$ cat src/rtl/logic_pkg.sv
// Shared types and constants for the operand loader and the logic unit it feeds.
package logic_pkg;

  typedef enum logic [1:0] {
    LOAD_A = 2'b00,
    LOAD_B = 2'b01,
    LOAD_F = 2'b10,
    READY  = 2'b11
  } load_state_t;

  localparam logic [1:0] FN_AND = 2'b00;
  localparam logic [1:0] FN_OR  = 2'b01;
  localparam logic [1:0] FN_XOR = 2'b10;
  localparam logic [1:0] FN_NOR = 2'b11;

endpackage

$ cat src/rtl/btn_debounce.sv
// Button synchronizer, debounce counter and single-cycle press pulse.
// A clean rise stable from cycle 0 yields the press pulse in cycle 2+DEBOUNCE_CYCLES (offset 0).
module btn_debounce #(
  parameter int DEBOUNCE_CYCLES = 500000
) (
  input  logic clk,
  input  logic rst_n,
  input  logic btn,
  output logic press
);

  localparam int CW = $clog2(DEBOUNCE_CYCLES + 1);
  localparam logic [CW-1:0] CNT_LAST = CW'(DEBOUNCE_CYCLES - 1);

  logic          sync1_r;
  logic          sync2_r;
  logic          level_r;
  logic          press_r;
  logic [CW-1:0] cnt_r;

  // Two-flop synchronizer for the raw button.
  always_ff @(posedge clk or negedge rst_n) begin
    if (!rst_n) begin
      sync1_r <= 1'b0;
      sync2_r <= 1'b0;
    end else begin
      sync1_r <= btn;
      sync2_r <= sync1_r;
    end
  end

  // Accept a new level only after it has differed for DEBOUNCE_CYCLES consecutive cycles.
  always_ff @(posedge clk or negedge rst_n) begin
    if (!rst_n) begin
      cnt_r   <= {CW{1'b0}};
      level_r <= 1'b0;
      press_r <= 1'b0;
    end else if (sync2_r == level_r) begin
      cnt_r   <= {CW{1'b0}};
      press_r <= 1'b0;
    end else if (cnt_r == CNT_LAST) begin
      cnt_r   <= {CW{1'b0}};
      level_r <= sync2_r;
      press_r <= sync2_r;
    end else begin
      cnt_r   <= cnt_r + CW'(1);
      press_r <= 1'b0;
    end
  end

  assign press = press_r;

endmodule

$ cat src/rtl/logic_operand_loader.sv
// Loads operands A, B and function F from the switches, one debounced press at a time.
module logic_operand_loader
  import logic_pkg::*;
#(
  parameter int N               = 2,
  parameter int DEBOUNCE_CYCLES = 500000
) (
  input  logic           clk,
  input  logic           rst_n,
  input  logic [2*N-1:0] SW,
  input  logic           BTN,
  output logic [2*N-1:0] A,
  output logic [2*N-1:0] B,
  output logic [1:0]     F,
  output logic           VALID,
  output logic [1:0]     STATE
);

  localparam int W = 2 * N;

  logic [W-1:0] sw_sync1_r;
  logic [W-1:0] sw_sync2_r;
  logic         press_s;

  load_state_t  state_r, state_nxt_s;
  logic [W-1:0] a_r, a_nxt_s;
  logic [W-1:0] b_r, b_nxt_s;
  logic [1:0]   f_r, f_nxt_s;
  logic         valid_r, valid_nxt_s;

  btn_debounce #(.DEBOUNCE_CYCLES(DEBOUNCE_CYCLES)) u_btn (
    .clk   (clk),
    .rst_n (rst_n),
    .btn   (BTN),
    .press (press_s)
  );

  // Two-flop synchronizer for the switch bank.
  always_ff @(posedge clk or negedge rst_n) begin
    if (!rst_n) begin
      sw_sync1_r <= {W{1'b0}};
      sw_sync2_r <= {W{1'b0}};
    end else begin
      sw_sync1_r <= SW;
      sw_sync2_r <= sw_sync1_r;
    end
  end

  // Next-state and next-operand decode; everything holds unless a press arrives.
  always_comb begin
    state_nxt_s = state_r;
    a_nxt_s     = a_r;
    b_nxt_s     = b_r;
    f_nxt_s     = f_r;
    valid_nxt_s = valid_r;
    if (press_s) begin
      case (state_r)
        LOAD_A: begin
          a_nxt_s     = sw_sync2_r;
          state_nxt_s = LOAD_B;
        end
        LOAD_B: begin
          b_nxt_s     = sw_sync2_r;
          state_nxt_s = LOAD_F;
        end
        LOAD_F: begin
          f_nxt_s     = sw_sync2_r[1:0];
          valid_nxt_s = 1'b1;
          state_nxt_s = READY;
        end
        READY: begin
          valid_nxt_s = 1'b0;
          state_nxt_s = LOAD_A;
        end
        default: begin
          valid_nxt_s = 1'b0;
          state_nxt_s = LOAD_A;
        end
      endcase
    end else begin
      state_nxt_s = state_r;
    end
  end

  // State and output registers.
  always_ff @(posedge clk or negedge rst_n) begin
    if (!rst_n) begin
      state_r <= LOAD_A;
      a_r     <= {W{1'b0}};
      b_r     <= {W{1'b0}};
      f_r     <= 2'b00;
      valid_r <= 1'b0;
    end else begin
      state_r <= state_nxt_s;
      a_r     <= a_nxt_s;
      b_r     <= b_nxt_s;
      f_r     <= f_nxt_s;
      valid_r <= valid_nxt_s;
    end
  end

  assign A     = a_r;
  assign B     = b_r;
  assign F     = f_r;
  assign VALID = valid_r;
  assign STATE = state_r;

endmodule
$ cat config.mk
export PLATFORM = sky130hd
export DESIGN_NAME = logic_operand_loader
export DESIGN_NICKNAME = d
export VERILOG_FILES = /design/src/rtl/logic_pkg.sv /design/src/rtl/btn_debounce.sv /design/src/rtl/logic_operand_loader.sv
export SDC_FILE = /design/constraint.sdc
export NUM_CORES = 1
export LEC_CHECK = 0
export ABC_AREA = 1
export BUFFER_PORTS_ARGS = -buffer_cell sky130_fd_sc_hd__buf_2
export CAP_MARGIN = 10
export CELL_PAD_IN_SITES_DETAIL_PLACEMENT = 0
export CELL_PAD_IN_SITES_GLOBAL_PLACEMENT = 1
export CORE_ASPECT_RATIO = 1.5
export CORE_UTILIZATION = 44
export CTS_CLUSTER_DIAMETER = 120
export DETAILED_ROUTE_END_ITERATION = 7
export MAX_ROUTING_LAYER = met4
export PLACE_DENSITY_LB_ADDON = 0.15
export SLEW_MARGIN = 20
export SYNTH_ARGS = -nofsm -noshare
export SYNTH_HDL_FRONTEND = slang
export SYNTH_SLANG_ARGS = --single-unit
$ cat constraint.sdc
create_clock -name clk -period 1.55 [get_ports clk]
set_input_delay 0.31 -clock clk [delete_from_list [all_inputs] [get_ports clk]]
set_output_delay 0.31 -clock clk [all_outputs]
set_load 0.02 [all_outputs]
==> run_summary.xml <==
<?xml version="1.0" encoding="UTF-8"?>
<metrics>
  <group name="run_status">
    <metric name="outcome" unit="">finished clean</metric>
  </group>
  <group name="timing">
    <metric name="timing_hold_violations_final" unit="">0</metric>
    <metric name="timing_worst_slew_pin_value" unit="ns">0.3839</metric>
    <metric name="fin_crit" unit="ns">1.381</metric>
    <metric name="remaining_max_slew_budget_at_the_tightest_pin" unit="">0.7439</metric>
    <metric name="grt_setup_unrepaired" unit="">false</metric>
    <metric name="fin_crit_sh" unit="">0.8909</metric>
    <metric name="report.final.slew_viol_count" unit="">0</metric>
    <metric name="worst_clock_skew_on_the_final_layout" unit="ns">0.006239</metric>
    <metric name="finalSetupTns" unit="ns">0</metric>
    <metric name="final-setup-viol-count" unit="">0</metric>
    <metric name="fmax" unit="GHz">0.7242</metric>
  </group>
  <group name="placed_design">
    <metric name="detailed_place_hpwl" unit="mm">2.619</metric>
    <metric name="placedInstanceArea" unit="um^2">2137</metric>
    <metric name="port_buffers" unit="">19</metric>
    <metric name="globalplace.congestion" unit="">0.7848</metric>
  </group>
  <group name="route">
    <metric name="drt-vias-per-instance" unit="">4.812</metric>
    <metric name="routed_wl" unit="mm">3.537</metric>
    <metric name="drtIter0Drc" unit="">33</metric>
    <metric name="drt-wirelength-per-cell" unit="um">12.32</metric>
    <metric name="drt_pre_antenna_iters" unit="">4</metric>
    <metric name="routed-via-count" unit="">1381</metric>
    <metric name="remaining_antenna_violation_count_after_routing" unit="">0</metric>
    <metric name="post-route-drc-count" unit="">0</metric>
  </group>
  <group name="pwr">
    <metric name="cellLeakagePower" unit="nW">1.066</metric>
    <metric name="p_switching" unit="W">0.0004685</metric>
    <metric name="switching_share" unit="">0.2187</metric>
    <metric name="proportion_of_power_drawn_by_flip_flops_and_latches" unit="">0.548</metric>
    <metric name="power.internal" unit="W">0.001674</metric>
    <metric name="combinationalPowerShare" unit="">0.032</metric>
    <metric name="ir_worst_vdd" unit="mV">0.7505</metric>
    <metric name="power-per-cell-area" unit="nW/um^2">947.0</metric>
    <metric name="clkPwrFrac" unit="">0.419</metric>
  </group>
  <group name="global_routing">
    <metric name="grt_pass1_wl" unit="mm">6.216</metric>
    <metric name="grt_antenna_before_repair" unit="">0</metric>
    <metric name="grt_pass1_vias" unit="">1408</metric>
    <metric name="global_route.usage.total" unit="">0.1778</metric>
    <metric name="maximum_number_of_pins_on_one_net_before_global_route_repair" unit="">45</metric>
    <metric name="overall_overflow_remaining_after_global_route" unit="">0</metric>
  </group>
  <group name="worst_setup_path">
    <metric name="ff_to_ff_path_depth" unit="">6</metric>
    <metric name="timing.critical_path.cells" unit="">ha_1 &gt; nand3_2 &gt; nor2_1 &gt; nand3_2 &gt; nand2_2 &gt; nor2_1</metric>
    <metric name="cp.buffers_inverters" unit="">0</metric>
    <metric name="worstPathArrival" unit="ns">1.57</metric>
    <metric name="timing.critical_path.from_type" unit="">flop</metric>
    <metric name="worst_ep_required_time" unit="ns">1.74</metric>
    <metric name="critical_path_start_end_classification" unit="">flop to flop</metric>
    <metric name="crit_path_max_fanout" unit="">8</metric>
    <metric name="slowest_stage" unit="">sky130_fd_sc_hd__dfrtp_1</metric>
    <metric name="cp_num_cells" unit="">6</metric>
    <metric name="timing.critical_path.to_type" unit="">flop</metric>
    <metric name="max_stage_delay" unit="ns">0.38</metric>
    <metric name="cp_top_family" unit="">simple AND/OR/NAND/NOR gates</metric>
  </group>
  <group name="die">
    <metric name="floorplan.die.width" unit="um">56.56</metric>
    <metric name="io-pin-count" unit="">20</metric>
    <metric name="floorplan.die_area" unit="um^2">4741</metric>
    <metric name="num_rows" unit="">29</metric>
    <metric name="die_h" unit="um">83.84</metric>
    <metric name="start_util" unit="">0.4627</metric>
    <metric name="core_area" unit="um^2">4245</metric>
  </group>
  <group name="clock_tree">
    <metric name="worstSkewPairLatency" unit="ns">0.30</metric>
    <metric name="ctsRootBufferMaster" unit="">sky130_fd_sc_hd__clkbuf_8</metric>
    <metric name="clock_path_buffers" unit="">2</metric>
    <metric name="cts.reportedPaths.clkPinSlew" unit="ns">0.08</metric>
    <metric name="clock-sinks" unit="">44</metric>
    <metric name="htree_num_levels" unit="">2</metric>
    <metric name="cts_made_buffers" unit="">5</metric>
    <metric name="tritoncts" unit="">yes</metric>
    <metric name="cts_setup_buffers" unit="">0</metric>
  </group>
  <group name="yosys">
    <metric name="avgSynthCellArea" unit="um^2">9.266</metric>
    <metric name="synth_nets" unit="">225</metric>
    <metric name="ys.warnings.count" unit="">0</metric>
    <metric name="yosys_register_bits" unit="">44</metric>
    <metric name="ys_types" unit="">22</metric>
    <metric name="synth_seq_area_share" unit="">0.5605</metric>
    <metric name="synth_cells" unit="">212</metric>
    <metric name="post_synth_instance_area" unit="um^2">1964</metric>
  </group>
  <group name="worst_hold_path">
    <metric name="holdCritPathClass" unit="">primary input to flop</metric>
    <metric name="worst_hold_path.num_cells" unit="">1</metric>
  </group>
  <group name="run">
    <metric name="maxCapViolCount" unit="">0</metric>
  </group>
  <group name="finish">
    <metric name="area.growth.synth_to_final" unit="%">15.16</metric>
    <metric name="antenna_cells" unit="">0</metric>
    <metric name="finish.net_count" unit="">253</metric>
    <metric name="design_area" unit="um^2">2262</metric>
    <metric name="most-common-layout-cells" unit="">sky130_fd_sc_hd__dfrtp_1, sky130_fd_sc_hd__nand2_1, sky130_fd_sc_hd__nor2_1</metric>
    <metric name="layout_commonest_cell" unit="">sky130_fd_sc_hd__dfrtp_1</metric>
    <metric name="drive_gt1_frac" unit="">0.1992</metric>
  </group>
</metrics>
-- routing by layer --
| layer | vias up | global-route usage | share of wire |
|---|---|---|---|
| li1 | 712 | - | - |
| met1 | 645 | 0.1942 | 0.40 |
| met2 | 19 | 0.3176 | 0.55 |
| met3 | 5 | 0.03256 | 0.027 |
| met4 | 0 | 0.05987 | 0.017 |
| met5 | - | - | 0 |
-- flip-flops by register name (all words and copies together), names as in the netlist --
signal,flops
u_btn.cnt_r,19
A,4
B,4
sw_sync1_r,4
sw_sync2_r,4
F,2
STATE,2
VALID,1
u_btn.level_r,1
u_btn.press,1
u_btn.sync1_r,1
u_btn.sync2_r,1
-- stage by stage --
| step | cells | setup WS (ns) | util | total power (W) | hold slack, ns |
|---|---|---|---|---|---|
| 6_report | 287 | 0.1691 | 0.5329 | 0.002142 | 0.1134 |
| 3_5_place_dp | 278 | 0.1518 | 0.5034 | 0.001269 | 0.3064 |
| 4_1_cts | 287 | 0.1418 | 0.5329 | 0.002176 | 0.1045 |
| 5_1_grt | 287 | 0.0002571 | 0.5329 | 0.002222 | 0.09466 |
| 3_3_place_gp | 278 | 0.1999 | 0.5034 | 0.001268 | 0.3064 |
| 2_1_floorplan | 212 | 0.3113 | - | 0.001223 | 0.01441 |
-- cell type report --
class | count | area [um^2]
fill | 412 | 1983
inverter | 25 | 93.84
timing repair buffer | 21 | 125.1
clock inverter | 3 | 46.29
clock buffer | 5 | 68.82
sequential | 44 | 1101
tap | 46 | 57.56
multi-input combinational | 143 | 769.5
-- cell usage after synthesis --
cell,count,area [um^2]
sky130_fd_sc_hd__nand3_1,11,55.05
sky130_fd_sc_hd__nand3_2,2,20.02
sky130_fd_sc_hd__o21ai_0,15,75.07
sky130_fd_sc_hd__nor2_2,4,25.02
sky130_fd_sc_hd__nand4_1,1,6.260
sky130_fd_sc_hd__xor2_1,7,61.31
sky130_fd_sc_hd__inv_1,22,82.58
sky130_fd_sc_hd__nand2_1,41,153.9
sky130_fd_sc_hd__ha_1,6,75.07
sky130_fd_sc_hd__o22ai_1,1,6.260
sky130_fd_sc_hd__o21ai_1,3,15.01
sky130_fd_sc_hd__nor2_4,4,45.04
sky130_fd_sc_hd__nand2_2,4,25.02
sky130_fd_sc_hd__inv_2,3,11.26
sky130_fd_sc_hd__nand2_4,1,11.26
sky130_fd_sc_hd__dfrtp_1,44,1101
sky130_fd_sc_hd__nor2_1,34,127.6
sky130_fd_sc_hd__nor3b_2,1,12.51
sky130_fd_sc_hd__a21oi_1,4,20.02
sky130_fd_sc_hd__xor2_2,1,16.27
sky130_fd_sc_hd__xnor2_1,1,8.760
sky130_fd_sc_hd__nor3_1,2,10.01
-- worst register-to-register path: cells and delay by family (launching register included) --
| family | cells | cell delay, ns |
|---|---|---|
| AND/OR/NAND/NOR | 5 | 0.68 |
| flip-flops | 1 | 0.38 |
| adder cells (fa/ha/maj) | 1 | 0.22 |
-- cell families after synthesis --
group / synth area share
AO/OA/AOI/OAI: 0.05923
XOR/XNOR: 0.04395
adder cells (fa/ha/maj): 0.03822
buffers and inverters: 0.04777
flip-flops: 0.5605
AND/OR/NAND/NOR: 0.2503
-- final timing paths --
path	slack (ns)	from	endpoint
min	0.11	BTN	u_btn.sync1_r$_DFF_PN0_
min reg2reg	0.36	u_btn.sync1_r$_DFF_PN0_	u_btn.sync2_r$_DFF_PN0_
max reg2reg	0.17	u_btn.cnt_r[0]$_DFF_PN0_	u_btn.cnt_r[8]$_DFF_PN0_
min in group asynchronous	0.51	rst_n	B[2]$_DFFE_PN0P_
max	0.17	u_btn.cnt_r[0]$_DFF_PN0_	u_btn.cnt_r[8]$_DFF_PN0_
max in group asynchronous	0.84	rst_n	u_btn.cnt_r[11]$_DFF_PN0_
-- power groups by stage --
stage / Sequential (W) / Clock, W / Combinational [W]
6_report: 0.00117 / 0.000899 / 0.0000689
5_1_grt: 0.00118 / 0.000963 / 0.0000810
4_1_cts: 0.00118 / 0.000928 / 0.0000726
3_5_place_dp: 0.00120 / 0 / 0.0000702
3_3_place_gp: 0.00120 / 0 / 0.0000702
2_1_floorplan: 0.00120 / 0 / 0.0000261
-- repair_timing --
item	in CTS	in global routing
hold buffers	1	0
endpoints found under the hold margin	44	0
gates resized for setup	0	0
Power figures use the tool's default switching activity.
